File: config.mk
export PLATFORM = sky130hd
export DESIGN_NAME = simon_btn_decoder
export DESIGN_NICKNAME = d
export VERILOG_FILES = /design/src/rtl/simon_pkg.sv /design/src/rtl/btn_debounce.sv /design/src/rtl/simon_btn_decoder.sv
export SDC_FILE = /design/constraint.sdc
export NUM_CORES = 1
export LEC_CHECK = 0
export CAP_MARGIN = 20
export CORE_ASPECT_RATIO = 0.8
export CORE_MARGIN = 3
export CORE_UTILIZATION = 40
export CTS_CLUSTER_DIAMETER = 30
export CTS_CLUSTER_SIZE = 10
export DETAILED_ROUTE_END_ITERATION = 10
export GPL_TIMING_DRIVEN = 0
export PLACE_DENSITY = 0.57
export SYNTH_ARGS = -nofsm -noshare
export SYNTH_HDL_FRONTEND = slang
export SYNTH_SLANG_ARGS = --single-unit
File: constraint.sdc
create_clock -name clk -period 3.05 [get_ports clk]
set_input_delay 0.4575 -clock clk [delete_from_list [all_inputs] [get_ports clk]]
set_output_delay 0.4575 -clock clk [all_outputs]
set_load 0.02 [all_outputs]
File: src/rtl/simon_pkg.sv
// Shared types and helpers for the Simon Says button decoder.
package simon_pkg;

   localparam int unsigned NUM_BTN = 4;
   localparam int unsigned COLOR_W = 2;

   typedef logic [COLOR_W-1:0] color_t;

   localparam color_t COLOR_GREEN  = 2'd0;
   localparam color_t COLOR_RED    = 2'd1;
   localparam color_t COLOR_BLUE   = 2'd2;
   localparam color_t COLOR_YELLOW = 2'd3;

   typedef enum logic [1:0] {
      ST_IDLE         = 2'd0,
      ST_WAIT_PRESS   = 2'd1,
      ST_EVAL         = 2'd2,
      ST_WAIT_RELEASE = 2'd3
   } btn_dec_state_t;

   // One-hot button vector to colour code; anything else maps to 00.
   function automatic color_t btn_encode(input logic [NUM_BTN-1:0] v);
      case (v)
         4'b0001: return COLOR_GREEN;
         4'b0010: return COLOR_RED;
         4'b0100: return COLOR_BLUE;
         4'b1000: return COLOR_YELLOW;
         default: return COLOR_GREEN;
      endcase
   endfunction

   // A press is legal only when exactly one button is down.
   function automatic logic btn_legal(input logic [NUM_BTN-1:0] v);
      return $onehot(v);
   endfunction

endpackage

File: src/rtl/btn_debounce.sv
// Single-bit 2-flop synchroniser followed by a stable-count debouncer.
module btn_debounce #(
   parameter int unsigned DEBOUNCE_CYCLES = 500000
) (
   input  logic clk,
   input  logic rst,
   input  logic i_raw,
   output logic o_db
);

   localparam int unsigned CNT_W = (DEBOUNCE_CYCLES > 1) ? $clog2(DEBOUNCE_CYCLES) : 1;
   localparam logic [CNT_W-1:0] CNT_LAST = CNT_W'(DEBOUNCE_CYCLES - 1);

   logic             r_sync1;
   logic             r_sync2;
   logic             r_db;
   logic [CNT_W-1:0] r_cnt;

   // Synchronise, then flip the debounced value after a full stable run.
   always_ff @(posedge clk or negedge rst) begin
      if (!rst) begin
         r_sync1 <= 1'b0;
         r_sync2 <= 1'b0;
         r_db    <= 1'b0;
         r_cnt   <= '0;
      end else begin
         r_sync1 <= i_raw;
         r_sync2 <= r_sync1;
         if (r_sync2 == r_db) begin
            r_cnt <= '0;
         end else if (r_cnt == CNT_LAST) begin
            r_db  <= r_sync2;
            r_cnt <= '0;
         end else begin
            r_cnt <= r_cnt + CNT_W'(1);
         end
      end
   end

   assign o_db = r_db;

endmodule

File: src/rtl/simon_btn_decoder.sv
// Simon Says player-input decoder: debounces the four buttons, detects one
// clean press per arm, encodes it and checks it against the expected colour.
// Optional press timeout is built when SIMON_TIMEOUT_EN is defined.
module simon_btn_decoder
   import simon_pkg::*;
#(
   parameter int unsigned DEBOUNCE_CYCLES = 500000,
   parameter int unsigned TIMEOUT_CYCLES  = 150000000
) (
   input  logic         clk,
   input  logic         rst,
   input  logic [3:0]   btn,
   input  logic         arm,
   input  logic [1:0]   expected,
   output logic         ready,
   output logic         press_valid,
   output logic [1:0]   press_code,
   output logic         correct,
   output logic         wrong,
   output logic         timeout
);

   btn_dec_state_t r_state, w_next_state;
   logic [NUM_BTN-1:0] w_db;
   logic [NUM_BTN-1:0] r_press;
   color_t             r_expected;
   logic               r_pend, w_pend_nxt;
   logic               w_expire;
   logic               w_db_any;

   logic   r_ready, r_press_valid, r_correct, r_wrong, r_timeout;
   color_t r_press_code;
   logic   w_ready_nxt, w_press_valid_nxt, w_correct_nxt, w_wrong_nxt, w_timeout_nxt;
   color_t w_press_code_nxt;

   for (genvar g = 0; g < NUM_BTN; g++) begin : g_db
      btn_debounce #(.DEBOUNCE_CYCLES(DEBOUNCE_CYCLES)) u_db (
         .clk  (clk),
         .rst  (rst),
         .i_raw(btn[g]),
         .o_db (w_db[g])
      );
   end

   assign w_db_any = (w_db != '0);

`ifdef SIMON_TIMEOUT_EN
   localparam int unsigned TO_W = (TIMEOUT_CYCLES > 1) ? $clog2(TIMEOUT_CYCLES) : 1;
   localparam logic [TO_W-1:0] TO_LAST = TO_W'(TIMEOUT_CYCLES - 1);

   logic [TO_W-1:0] r_to_cnt;

   // Cycles spent waiting for a press; restarted on entry and on re-arm.
   always_ff @(posedge clk or negedge rst) begin
      if (!rst) begin
         r_to_cnt <= '0;
      end else if ((r_state != ST_WAIT_PRESS) || arm) begin
         r_to_cnt <= '0;
      end else begin
         r_to_cnt <= r_to_cnt + TO_W'(1);
      end
   end

   // A press or a re-arm on the expiry cycle wins over the timeout.
   assign w_expire = (r_state == ST_WAIT_PRESS) && !w_db_any && !arm &&
                     (r_to_cnt == TO_LAST);
`else
   logic w_unused_to;
   assign w_unused_to = ^32'(TIMEOUT_CYCLES);
   assign w_expire    = 1'b0;
`endif

   // State register and remembered arm across a held-button release.
   always_ff @(posedge clk or negedge rst) begin
      if (!rst) begin
         r_state <= ST_IDLE;
         r_pend  <= 1'b0;
      end else begin
         r_state <= w_next_state;
         r_pend  <= w_pend_nxt;
      end
   end

   // Next-state logic.
   always_comb begin
      w_next_state = r_state;
      w_pend_nxt   = r_pend;
      case (r_state)
         ST_IDLE: begin
            if (arm) begin
               if (w_db_any) begin
                  w_next_state = ST_WAIT_RELEASE;
                  w_pend_nxt   = 1'b1;
               end else begin
                  w_next_state = ST_WAIT_PRESS;
               end
            end
         end
         ST_WAIT_PRESS: begin
            if (w_db_any)      w_next_state = ST_EVAL;
            else if (w_expire) w_next_state = ST_IDLE;
         end
         ST_EVAL: w_next_state = ST_WAIT_RELEASE;
         ST_WAIT_RELEASE: begin
            if (!w_db_any) begin
               w_next_state = r_pend ? ST_WAIT_PRESS : ST_IDLE;
               w_pend_nxt   = 1'b0;
            end
         end
         default: w_next_state = ST_IDLE;
      endcase
   end

   // Next values of the registered outputs.
   always_comb begin
      w_ready_nxt       = (w_next_state == ST_WAIT_PRESS);
      w_press_valid_nxt = 1'b0;
      w_press_code_nxt  = r_press_code;
      w_correct_nxt     = 1'b0;
      w_wrong_nxt       = 1'b0;
      w_timeout_nxt     = 1'b0;
      if (r_state == ST_EVAL) begin
         w_press_valid_nxt = 1'b1;
         w_press_code_nxt  = btn_encode(r_press);
         w_correct_nxt     = btn_legal(r_press) && (btn_encode(r_press) == r_expected);
         w_wrong_nxt       = !w_correct_nxt;
      end else if (w_expire) begin
         w_timeout_nxt = 1'b1;
         w_wrong_nxt   = 1'b1;
      end
   end

   // Output registers plus latched expected code and captured press.
   always_ff @(posedge clk or negedge rst) begin
      if (!rst) begin
         r_ready       <= 1'b0;
         r_press_valid <= 1'b0;
         r_press_code  <= COLOR_GREEN;
         r_correct     <= 1'b0;
         r_wrong       <= 1'b0;
         r_timeout     <= 1'b0;
         r_expected    <= COLOR_GREEN;
         r_press       <= '0;
      end else begin
         r_ready       <= w_ready_nxt;
         r_press_valid <= w_press_valid_nxt;
         r_press_code  <= w_press_code_nxt;
         r_correct     <= w_correct_nxt;
         r_wrong       <= w_wrong_nxt;
         r_timeout     <= w_timeout_nxt;
         if (arm && ((r_state == ST_IDLE) || (r_state == ST_WAIT_PRESS) ||
                     ((r_state == ST_WAIT_RELEASE) && r_pend)))
            r_expected <= expected;
         if ((r_state == ST_WAIT_PRESS) && w_db_any)
            r_press <= w_db;
      end
   end

   assign ready       = r_ready;
   assign press_valid = r_press_valid;
   assign press_code  = r_press_code;
   assign correct     = r_correct;
   assign wrong       = r_wrong;
   assign timeout     = r_timeout;

endmodule

### Word level (Yosys, flattened, before mapping)

Index checks and enable logic that the tools add are counted.

* add/subtract/negate cells: 7
* muxes and demuxes: 23
* eq/ne operators: 20
* reductions and logical operators: 15
* bitwise gates (word level): 4

Operator list (number)
* 19-bit two-way mux: 8
* 19-bit by 1-bit adder with 19-bit output, second input constant: 4
* 19-bit == test, second input constant: 4
* 2-bit two-way mux: 5
* 2-bit one-hot mux with 4 select lines: 1
* 2-bit AND reduction: 4
* 1-bit two-way mux: 7
* 2-bit != test, second input constant: 3
* 2-bit one-hot mux with 3 select lines: 1
* 1-bit by 1-bit adder with 2-bit output: 2
* 1-bit == test: 4
* 2-bit by 1-bit == test with 1-bit output, second input constant: 2
* 2-bit == test, second input constant: 2
* 4-bit by 2-bit == test with 1-bit output, second input constant: 1
* 4-bit by 3-bit == test with 1-bit output, second input constant: 1
* 4-bit == test, second input constant: 1
* 1-bit logical AND: 4
* 1-bit inverter: 4
* 4-bit AND reduction: 1
* 4-bit nonzero test: 1
* 2-bit by 2-bit adder with 3-bit output: 1
* 3-bit by 1-bit == test with 1-bit output, second input constant: 1
* 2-bit == test: 1
* 2-bit logical NOT: 1
* 4 further kinds: 5

* output and inout port bits: 7
* word-level logic and storage cells: 94
* flip-flop bits (word level): 103
* input port bits: 9

### Logic depth before layout (Yosys ltp)

* depth after elaboration: 7
* mapped depth: 8

### By module

A second synthesis with hierarchy kept.

* cell total of the unflattened synthesis: 494
* area total of the unflattened synthesis: 5108.6 sq um

Modules (own cells, without submodules)
* btn_debounce at g_db[0].u_db ...: area each 1079.8 sq um, cells each 105, times used 3
* btn_debounce at g_db[1].u_db: area each 1073.5 sq um, cells each 105, times used 1
* simon_btn_decoder: area each 795.8 sq um, cells each 74, times used 1

### Least setup slack after synthesis

OpenSTA, ideal clock, no wires.

* path kind: register to register
* from: reg g_db[3].u_db.r_cnt[11]
* to: reg g_db[3].u_db.r_db
* required time: 2925 ps
* arrival time: 1892 ps
* path buffers: 0
* path slack: 1033 ps
* stages on the path, launching flop included: 5
* cells stage by stage: dfrtp_1 > or4_1 > or4_4 > nor2_1 > mux2_2

* cells in the longest elaborated chain, start to end: 2

RTL lines
* from (decl): line btn_debounce.sv:17 `logic [CNT_W-1:0] r_cnt;`
* from (signal assigned): line btn_debounce.sv:35 `r_cnt <= r_cnt + CNT_W'(1);`
* 19-bit == test: line btn_debounce.sv:31 `end else if (r_cnt == CNT_LAST) begin`
* 2-bit AND reduction (no source line)
* to (signal assigned): line btn_debounce.sv:32 `r_db <= r_sync2;`
* to (decl): line btn_debounce.sv:16 `logic r_db;`

Every way passes these cells.
A chain may end at the register's enable or synchronous reset.

### Worst setup path in the final report

* from: reg g_db[1].u_db.r_cnt[0]
* to: reg g_db[1].u_db.r_cnt[8]

* cells in the longest elaborated chain, start to end: 3

RTL lines
* from (decl): line btn_debounce.sv:17
* from (signal assigned): line btn_debounce.sv:35
* 19-bit by 1-bit adder with 19-bit output or 19-bit == test (tied branches): line btn_debounce.sv:35, btn_debounce.sv:31
* 19-bit two-way mux (*): line btn_debounce.sv:31
* 19-bit two-way mux (*): line btn_debounce.sv:29 `if (r_sync2 == r_db) begin`

Mark *: on every way between the ends. The rest lies on a longest branch, timed or not.

==> flow_summary_export.csv <==
group,metric,value,unit
yosys,synthDistinctLibCells,45,
pwr,finalPower,2.90,mW
finish,regArea,2580,um^2
worst_setup_path,worst_ep_arrival_time,2.52,ns
yosys,async_reset_ff_share,100,%
worst_setup_path,start_kind,"register",
timing,slew_viol_final,0,
timing,min_period,2.32,ns
finish,multi_input_area,2230,um^2
yosys,synth_xor_area_share,9.20,%
floorplan,die_y,105,um
cts,htreeDepth,3,
cts,cts_tree,"yes",
routing,drcViolationCount,0,
yosys,syn-num-nets,498,
yosys,synth-adder-area-share,2.43,%
place,placedInstanceArea,5300,um^2
routing,drt-total-wl,8810,um
routing,drt_iter0_drc,180,
yosys,postSynthAreaPerCell,10.3,um^2
floorplan,die_w,130,um
cts,cts_setup_buffers,0,
yosys,ys_ff_latch,103,
cts,cts_resized,0,
timing,post-route-period-util,76.0,%
worst_setup_path,path_class,"reg2reg",
global_routing,grt_pass1_vias,3307,
yosys,synth_top_family_by_area,"simple AND/OR/NAND/NOR gates",
cts,clock-root-buffer,"clkbuf_16",
floorplan,rows,35,
finish,area_growth,14.6,%
routing,first_pass_iters,5,
timing,max_freq,431,MHz
yosys,synth_compound_area_share,7.10,%
timing,hold_viol_final,0,
worst_setup_path,worst_ep_required_time,3.25,ns
cts,postCtsHoldBufs,0,
cts,clock-sinks,103,
worst_setup_path,path_depth,6,
min_path,hp-class,"in2async",
finish,stdcell_area,5670,um^2
worst_setup_path,crit_buf_inv,1,
place,dpl.hpwl,6200,um
run_status,status,"finished, final reports clean",
place,place.gp.congestion,0.796,
yosys,synth_mux_area_share,2.70,%
floorplan,num_io_pins,16,
pwr,leakage,2.31,nW
finish,final_cell_mix,"103 x dfrtp_1, 63 x nor2_1, 36 x nand2_1",
pwr,cellPowerDensity,511,nW/um^2
cts,cts_buffer_depth,2,
cts,clk_latency,0.34,ns
worst_setup_path,cp_slowest_stage_delay,0.58,ns
worst_setup_path,end_kind,"register",
timing,max_slew_margin,55.3,%
yosys,synth_edf_count,0,
yosys,yosysSeqAreaShare,52.1,%
floorplan,core_area,11800,um^2
finish,fillers,1101,
yosys,synth_flop_cell,"dfrtp_1",
finish,finalNetCount,524,
global_routing,grt-ovfl-total,0,
yosys,synth_top_area_cell,"dfrtp_1",
worst_setup_path,critPathSlowestCell,"o21ai_1",
cts,cts_made_buffers,9,
yosys,synth.area.top_cells,"dfrtp_1 52%, xnor2_1 5.8%, nor2_1 4.8%",
timing,fin_worst_skew,0.00853,ns
yosys,yosysTopAreaCellShare,52.1,%
pwr,irDropWorstVdd,0.272,mV
timing,rsz0062_at_grt,"no",
yosys,synth_area,4950,um^2
floorplan,initial_core_util,42.0,%
routing,ant_nets,0,
global_routing,grt_pass1_wl,15800,um
routing,num_vias,3438,
finish,final_common_cell,"dfrtp_1",
worst_setup_path,worstPathCellList,"ha_1, and4_1, nand4_1, o21ai_1, clkbuf_1, nor2_1",
global_routing,grt_antenna_before_repair,0,
routing,viasPerCell,5.22,
run,drv_cap,0,
cts,clkTransAtPathRegs,0.07,ns
global_routing,grt_max_degree,54,
routing,wire_per_inst,13.4,um
global_routing,grt_usage,14.1,%
yosys,yosysWarnings,0,
yosys,syn_inst,480,
timing,finalSetupViolations,0,
worst_setup_path,r2r.worst_path.cells,6,
finish,drive_gt1_share,9.78,%
finish,diodes,0,
worst_setup_path,crit_family,"compound AO/OA/AOI/OAI gates",
place,place.port_buffers,14,
floorplan,die-area,13800,um^2
worst_setup_path,critPathMaxFanout,10,
yosys,synth-simple-area-share,23.6,%
timing,worst_pin_slew,0.670,ns
-- synth_stat cells (2+ instances only) --
library cell,count
nor3_1,8
nor2_1,63
or3_1,14
nand3b_1,3
o21ai_4,3
o31ai_1,8
nand3_2,2
or2_2,3
xor2_1,19
or4_4,4
dfrtp_1,103
nor4_1,11
buf_6,3
or4b_1,2
nand3_1,23
a21oi_1,23
buf_2,2
nand2_1,36
clkbuf_1,4
nand4_1,16
ha_1,8
xnor2_1,33
and2_1,4
inv_1,18
and4_1,5
nor4b_1,2
or4_1,15
mux2_2,11
o21ai_0,18
-- worst register-to-register path, stage by stage (launching register included) --
cell	delay, ns
dfrtp_1	0.39
ha_1	0.25
and4_1	0.27
nand4_1	0.18
o21ai_1	0.58
clkbuf_1	0.43
nor2_1	0.10
-- stage by stage --
| stage | hold slack [ns] | util [%] | setup TNS (ns) | instances | setup WS [ns] |
|---|---|---|---|---|---|
| after detailed placement | 0.338 | 45.0 | 0 | 643 | 0.722 |
| after CTS | 0.178 | 48.1 | 0 | 659 | 0.714 |
| after global placement | 0.336 | 44.8 | -254.65 | 642 | -2.48 |
| after global routing | 0.206 | 48.1 | 0 | 659 | 0.509 |
| final | 0.142 | 48.1 | 0 | 659 | 0.731 |
| after floorplan | 0.162 | - | 0 | 480 | 1.03 |
-- report_power, final --
part           switching (mW)  internal [mW]
sequential             0.0189           1.39
clock                   0.486          0.909
combinational          0.0626         0.0373
-- final cells by class --
class,instances,share of cell area [%]
clock buffers,11,4.28
multi-input cells,348,39.4
inverters,18,1.19
repair buffers,15,2.91
flip-flops and latches,103,45.4
clock inverters,5,2.27
plain buffers,11,1.26
well taps,148,3.26
-- cell families (layout without fill, tap and decap cells) --
logic type | Yosys count | in the layout
and+or+nand+nor | 217 | 217
AOI/OAI and AO/OA | 57 | 57
buffers and inverters | 29 | 60
DFF | 103 | 103
xor gates and xnor gates | 52 | 52
other | 1 | 1
muxes | 12 | 12
adders and majority gates | 9 | 9
-- sequential cells by signal, indices dropped and copies added, names as in the netlist --
| name | cells |
|---|---|
| r_pend | 1 |
| g_db.u_db.r_sync1 | 4 |
| wrong | 1 |
| r_press | 4 |
| r_state | 2 |
| g_db.u_db.o_db | 4 |
| g_db.u_db.r_sync2 | 4 |
| correct | 1 |
| r_expected | 2 |
| ready | 1 |
| g_db.u_db.r_cnt | 76 |
| press_valid | 1 |
| press_code | 2 |
-- per-layer routing --
metal / global-route usage, % / wire length (um) / vias up / share of wire [%]
met1: 20.2 / 4580 / 1642 / 52
met3: 3.34 / 230 / 14 / 2.6
li1: - / - / 1746 / -
met2: 21.2 / 3870 / 36 / 44
met4: 3.96 / 123 / 0 / 1.4
met5: 0 / 0 / - / 0
-- final timing paths --
kind | end | start | slack, ns
max | g_db[1].u_db.r_cnt[8] | g_db[1].u_db.r_cnt[0] | 0.73
min | g_db[1].u_db.r_cnt[10] | rst | 0.14
max reg2reg | g_db[1].u_db.r_cnt[8] | g_db[1].u_db.r_cnt[0] | 0.73
min reg2reg | g_db[1].u_db.r_sync2 | g_db[1].u_db.r_sync1 | 0.35
max in group asynchronous | g_db[2].u_db.r_sync2 | rst | 2.23
min in group clk | g_db[1].u_db.r_sync2 | g_db[1].u_db.r_sync1 | 0.35
Note: power is estimated with default switching activity, not from simulation.
